### config.mk
export PLATFORM = sky130hd
export DESIGN_NAME = uart_pattern_loader
export DESIGN_NICKNAME = d
export VERILOG_FILES = /design/src/rtl/uart_pattern_loader.sv
export SDC_FILE = /design/constraint.sdc
export NUM_CORES = 1
export LEC_CHECK = 0
export CORE_UTILIZATION = 40
export DETAILED_ROUTE_END_ITERATION = 12
export PLACE_DENSITY = 0.6
export SLEW_MARGIN = 0
export SYNTH_ARGS = -nofsm -noshare
export SYNTH_HDL_FRONTEND = slang
export SYNTH_SLANG_ARGS = --single-unit
### constraint.sdc
create_clock -name clk -period 2.1 [get_ports clk]
set_input_delay 0.21 -clock clk [delete_from_list [all_inputs] [get_ports clk]]
set_output_delay 0.21 -clock clk [all_outputs]
set_load 0.01 [all_outputs]
### src/rtl/uart_pattern_loader.sv
`default_nettype none
// ============================================================================
// Module : uart_pattern_loader
// Brief  : 8N1 UART receiver plus framed loader writing 5-bit LED patterns.
// Rev    : 1.0
// ============================================================================
module uart_pattern_loader #(
  parameter int CLKS_PER_BIT = 87,
  parameter int DEPTH        = 436,
  parameter int ADDR_W       = 9,
  parameter int TIMEOUT_BITS = 20,
  parameter int LAST_RST     = 20
) (
  input  logic              clk,
  input  logic              resetn,
  input  logic              rxd,
  output logic              mem_we,
  output logic [ADDR_W-1:0] mem_waddr,
  output logic [4:0]        mem_wdata,
  output logic [ADDR_W-1:0] pat_last,
  output logic              load_done,
  output logic              load_err
);

  localparam int c_CNT_W   = $clog2(CLKS_PER_BIT);
  localparam int c_TIMEOUT = TIMEOUT_BITS * CLKS_PER_BIT;
  localparam int c_TO_W    = $clog2(c_TIMEOUT + 1);

  localparam logic [c_CNT_W-1:0] c_HALF      = c_CNT_W'(CLKS_PER_BIT / 2 - 1);
  localparam logic [c_CNT_W-1:0] c_FULL      = c_CNT_W'(CLKS_PER_BIT - 1);
  localparam logic [c_TO_W-1:0]  c_TO_FIRE   = c_TO_W'(c_TIMEOUT - 1);
  localparam logic [c_TO_W-1:0]  c_TO_MAX    = c_TO_W'(c_TIMEOUT);
  localparam logic [7:0]         c_SYNC_BYTE = 8'hA5;

  typedef enum logic [1:0] {
    RX_IDLE  = 2'd0,
    RX_START = 2'd1,
    RX_DATA  = 2'd2,
    RX_STOP  = 2'd3
  } rx_state_t;

  typedef enum logic [1:0] {
    P_SYNC = 2'd0,
    P_LEN  = 2'd1,
    P_DATA = 2'd2,
    P_SUM  = 2'd3
  } p_state_t;

  logic               r_rx_meta;
  logic               r_rx_sync;
  logic               r_rx_prev;
  rx_state_t          r_rx_state;
  logic [c_CNT_W-1:0] r_clk_cnt;
  logic [2:0]         r_bit_idx;
  logic [7:0]         r_rx_shift;
  logic               r_byte_valid;
  logic               r_frame_err;

  p_state_t           r_p_state;
  logic [ADDR_W-1:0]  r_idx;
  logic [ADDR_W-1:0]  r_last;
  logic [7:0]         r_xor;
  logic [c_TO_W-1:0]  r_to_cnt;

  logic               w_timeout;
  logic               w_len_bad;

  always_ff @(posedge clk or negedge resetn) begin
    if (!resetn) begin
      r_rx_meta <= 1'b1;
      r_rx_sync <= 1'b1;
      r_rx_prev <= 1'b1;
    end else begin
      r_rx_meta <= rxd;
      r_rx_sync <= r_rx_meta;
      r_rx_prev <= r_rx_sync;
    end
  end

  // Bit timing: start bit re-checked at half a bit, data and stop at bit centre.
  always_ff @(posedge clk or negedge resetn) begin
    if (!resetn) begin
      r_rx_state   <= RX_IDLE;
      r_clk_cnt    <= '0;
      r_bit_idx    <= '0;
      r_rx_shift   <= '0;
      r_byte_valid <= 1'b0;
      r_frame_err  <= 1'b0;
    end else begin
      r_byte_valid <= 1'b0;
      r_frame_err  <= 1'b0;
      case (r_rx_state)
        RX_IDLE: begin
          r_clk_cnt <= '0;
          if (r_rx_prev && !r_rx_sync) begin
            r_rx_state <= RX_START;
          end
        end
        RX_START: begin
          if (r_clk_cnt == c_HALF) begin
            r_clk_cnt  <= '0;
            r_bit_idx  <= '0;
            r_rx_state <= r_rx_sync ? RX_IDLE : RX_DATA;
          end else begin
            r_clk_cnt <= r_clk_cnt + 1'b1;
          end
        end
        RX_DATA: begin
          if (r_clk_cnt == c_FULL) begin
            r_clk_cnt  <= '0;
            r_rx_shift <= {r_rx_sync, r_rx_shift[7:1]};
            r_bit_idx  <= r_bit_idx + 1'b1;
            if (r_bit_idx == 3'd7) begin
              r_rx_state <= RX_STOP;
            end
          end else begin
            r_clk_cnt <= r_clk_cnt + 1'b1;
          end
        end
        RX_STOP: begin
          if (r_clk_cnt == c_FULL) begin
            r_clk_cnt    <= '0;
            r_byte_valid <= r_rx_sync;
            r_frame_err  <= ~r_rx_sync;
            r_rx_state   <= RX_IDLE;
          end else begin
            r_clk_cnt <= r_clk_cnt + 1'b1;
          end
        end
        default: r_rx_state <= RX_IDLE;
      endcase
    end
  end

  // Gap counter only runs inside a frame; firing one cycle early lines the
  // registered load_err up with timeout+1 cycles after the last byte.
  always_ff @(posedge clk or negedge resetn) begin
    if (!resetn) begin
      r_to_cnt <= '0;
    end else if (r_byte_valid || (r_p_state == P_SYNC)) begin
      r_to_cnt <= '0;
    end else if (r_to_cnt != c_TO_MAX) begin
      r_to_cnt <= r_to_cnt + 1'b1;
    end
  end

  assign w_timeout = (r_p_state != P_SYNC) && !r_byte_valid && (r_to_cnt == c_TO_FIRE);
  assign w_len_bad = (r_rx_shift == 8'd0) || (32'(r_rx_shift) > DEPTH);

  always_ff @(posedge clk or negedge resetn) begin
    if (!resetn) begin
      r_p_state <= P_SYNC;
      r_idx     <= '0;
      r_last    <= '0;
      r_xor     <= '0;
      mem_we    <= 1'b0;
      mem_waddr <= '0;
      mem_wdata <= '0;
      pat_last  <= ADDR_W'(LAST_RST);
      load_done <= 1'b0;
      load_err  <= 1'b0;
    end else begin
      mem_we    <= 1'b0;
      load_done <= 1'b0;
      load_err  <= 1'b0;
      if ((r_frame_err && (r_p_state != P_SYNC)) || w_timeout) begin
        load_err  <= 1'b1;
        r_p_state <= P_SYNC;
      end else if (r_byte_valid) begin
        case (r_p_state)
          P_SYNC: begin
            if (r_rx_shift == c_SYNC_BYTE) begin
              r_p_state <= P_LEN;
            end
          end
          P_LEN: begin
            if (w_len_bad) begin
              load_err  <= 1'b1;
              r_p_state <= P_SYNC;
            end else begin
              r_idx     <= '0;
              r_xor     <= '0;
              r_last    <= ADDR_W'(r_rx_shift - 8'd1);
              r_p_state <= P_DATA;
            end
          end
          P_DATA: begin
            mem_we    <= 1'b1;
            mem_waddr <= r_idx;
            mem_wdata <= r_rx_shift[4:0];
            r_xor     <= r_xor ^ r_rx_shift;
            r_idx     <= r_idx + 1'b1;
            if (r_idx == r_last) begin
              r_p_state <= P_SUM;
            end
          end
          P_SUM: begin
            if (r_rx_shift == r_xor) begin
              pat_last  <= r_last;
              load_done <= 1'b1;
            end else begin
              load_err  <= 1'b1;
            end
            r_p_state <= P_SYNC;
          end
          default: r_p_state <= P_SYNC;
        endcase
      end
    end
  end

endmodule
`default_nettype wire
==> reports/qor.yml <==
status:
  status: "finished, final reports clean"
run:
  max_cap_viol_count: 0
layout:
  final_common_cell: "nand2_1"
  layout-drive-gt1-share_pct: 10.2
  area_growth_pct: 15.5
  fillers: 1002
  nets: 490
  num_antenna_cells: 0
  mostFrequentLayoutCells: "97 x nand2_1, 85 x dfrtp_1, 40 x nor2_1"
route:
  vias_per_cell: 5.04
  drc: 0
  ant_nets: 0
  vias: 3114
  first_pass_iters: 4
  routedWlPerCell_um: 13.7
  drt_wl_total_um: 8480
  drt_iter0_drc: 94
critical_path:
  arrival_ns: 2.22
  slowest_stage: "dfrtp_1"
  crit_start: "r_rx_shift[4]"
  cp-end-kind: "flip-flop"
  critPathMaxFanout: 10
  cp-start-kind: "flip-flop"
  cp_cell_sequence: "xor2_1 -> nor4_1 -> nand2_1 -> nor4_4 -> buf_4 -> mux2_2"
  crit_type: "reg -> reg"
  r2r-start: "r_rx_shift[4]"
  slowest_delay_ns: 0.51
  required_ns: 2.36
yosys:
  synth_edf_count: 0
  syn_area_per_cell_um2: 9.59
  yosysWarnings: 0
  synth_fp_nets: 455
  yosysSeqAreaShare_pct: 53.3
  ys_ff_latch: 90
  synth-main-ff-cell: "dfrtp_1"
  syn-cell-area_um2: 4240
  async_flop_share_pct: 100
  synth_cells: 442
  synth.distinct_cells: 45
sta:
  maxSlewHeadroom_pct: 64.8
  maxClockFrequency_mhz: 509
  tns_ns: 0
  drv_slew: 0
  hold_viol: 0
  fin_ws_ns: 0.134
  rsz0062_at_grt: "no"
  finClkSkew_ns: 0.00998
  tightest_slew_ns: 0.528
  fin_crit_ns: 1.97
  fin_crit_sh_pct: 93.6
  setup_viol: 0
floorplan:
  fp.dieH_um: 105
  io_pins: 29
  row_count: 37
  initial_core_util_pct: 41.2
  die-area_um2: 11000
  fp.dieW_um: 105
  core-area_um2: 10300
placement:
  gp_congestion: 0.843
  port_buffers: 28
  dpl.hpwl_um: 5940
  dp_slack_ns: 0.118
clock_network:
  cts_buffers: 9
  cts_buffer_depth: 2
  cts_tree: "done"
  clk_latency_ns: 0.37
  clock_sink_count: 90
  path_clk_slew_ns: 0.08
  cts_setup_buffers: 0
  root_buffer: "clkbuf_8"
  htree_levels: 3
global_routing:
  grt_max_degree: 53
  overflow: 0
  antenna_found_initial: 0
  grt_pass1_wl_um: 14400
  grt.total_usage_pct: 16.8
  grt_pass1_vias: 3014
power:
  power_density_nw_per_um2: 625
  peakVddDrop_uv: 503
  leakagePower_nw: 2.30
hold_path:
  min_from: "rxd"
  hold_path_class: "in -> reg"
==> routing by layer <==
| metal | track usage, % | wire length (µm) | vias up |
|---|---|---|---|
| met3 | 4.99 | 305 | 12 |
| met1 | 21.0 | 4020 | 1497 |
| met5 | 0 | 0 | - |
| li1 | - | - | 1570 |
| met4 | 5.73 | 123 | 0 |
| met2 | 27.7 | 4030 | 35 |
==> cells in the mapped netlist, types with 5 or more instances <==
cell	n	share of area [%]
nand2_1	97	8.6
dfrtp_1	85	50
nor2_1	40	3.5
a21oi_1	29	3.4
o21ai_0	24	2.8
xor2_1	17	3.5
xnor2_1	16	3.3
clkbuf_1	13	1.2
nor3_1	11	1.3
ha_1	10	3.0
mux2_2	10	2.7
nand3_1	10	1.2
nand4_1	8	1.2
inv_1	7	0.62
buf_2	5	0.59
dfstp_2	5	3.1
==> sequential cells by signal, indices dropped and copies added (netlist names), 2 cells and up, named ones only <==
name,flops
mem_waddr,9
r_to_cnt,11
r_rx_shift,8
r_bit_idx,3
r_p_state,2
pat_last,9
r_idx,9
r_clk_cnt,7
mem_wdata,5
r_last,9
r_xor,8
==> path summary, 6_finish.rpt <==
check	slack, ns	endpoint	depth (start not counted)
min in group asynchronous	0.35	r_to_cnt[4]	2
setup / recovery	0.13	pat_last[7]	6
max in group asynchronous	1.06	pat_last[4]	3
hold reg to reg	0.36	r_rx_sync	0
setup reg to reg	0.13	pat_last[7]	6
hold / removal	0.24	r_rx_meta	1
==> cells by family (layout without fill, tap and decap cells) <==
family	count (synthesis)	after routing	synth area share, %
simple gates	194	194	20.8
mux	11	11	2.89
xor+xnor	33	33	6.82
buf+inv	29	69	3.07
compound gates	75	75	10.2
flops	90	90	53.3
fa+ha+maj	10	10	2.95
==> metrics by stage <==
stage | cells | cell area [µm²] | total power [mW] | util [%] | hold WS [ns]
after floorplan | 442 | 4240 | 1.98 | - | -0.0856
after global placement | 601 | 4720 | 2.05 | 45.9 | 0.224
after detailed placement | 601 | 4720 | 2.05 | 45.9 | 0.223
after CTS | 618 | 4890 | 3.11 | 47.6 | 0.221
after global routing | 618 | 4900 | 3.22 | 47.6 | 0.235
final | 618 | 4900 | 3.06 | 47.6 | 0.243
==> worst max-delay path: cells and delay by family (launching register included) <==
family / cells / cell delay, ns
and+or+nand+nor: 3 / 0.59
DFF: 1 / 0.51
muxes: 1 / 0.34
xor gates and xnor gates: 1 / 0.21
buffers and inverters: 1 / 0.21
==> power by group <==
| group | internal, mW | switching (mW) |
|---|---|---|
| Clock | 0.460 | 0.583 |
| Combinational | 0.0726 | 0.0943 |
| Sequential | 1.79 | 0.0623 |
| Total | 2.32 | 0.740 |
==> layout make-up <==
class / count / area (µm²) / share of cell area (%)
Sequential cell: 90 / 2260 / 46.1
Multi-Input combinational cell: 323 / 1850 / 37.8
Timing Repair Buffer: 45 / 420 / 8.59
Tap cell: 136 / 170 / 3.48
Clock buffer: 13 / 149 / 3.04
Inverter: 8 / 30.0 / 0.613
Clock inverter: 3 / 17.5 / 0.358
==> what timing repair did <==
action / 4_1_cts / 5_1_grt
gates resized for setup: 0 / 1
setup endpoints to repair: 0 / 8
hold buffers: 1 / 0
hold endpoints to repair: 35 / 0
No activity file was read; power rests on OpenSTA's default activity.
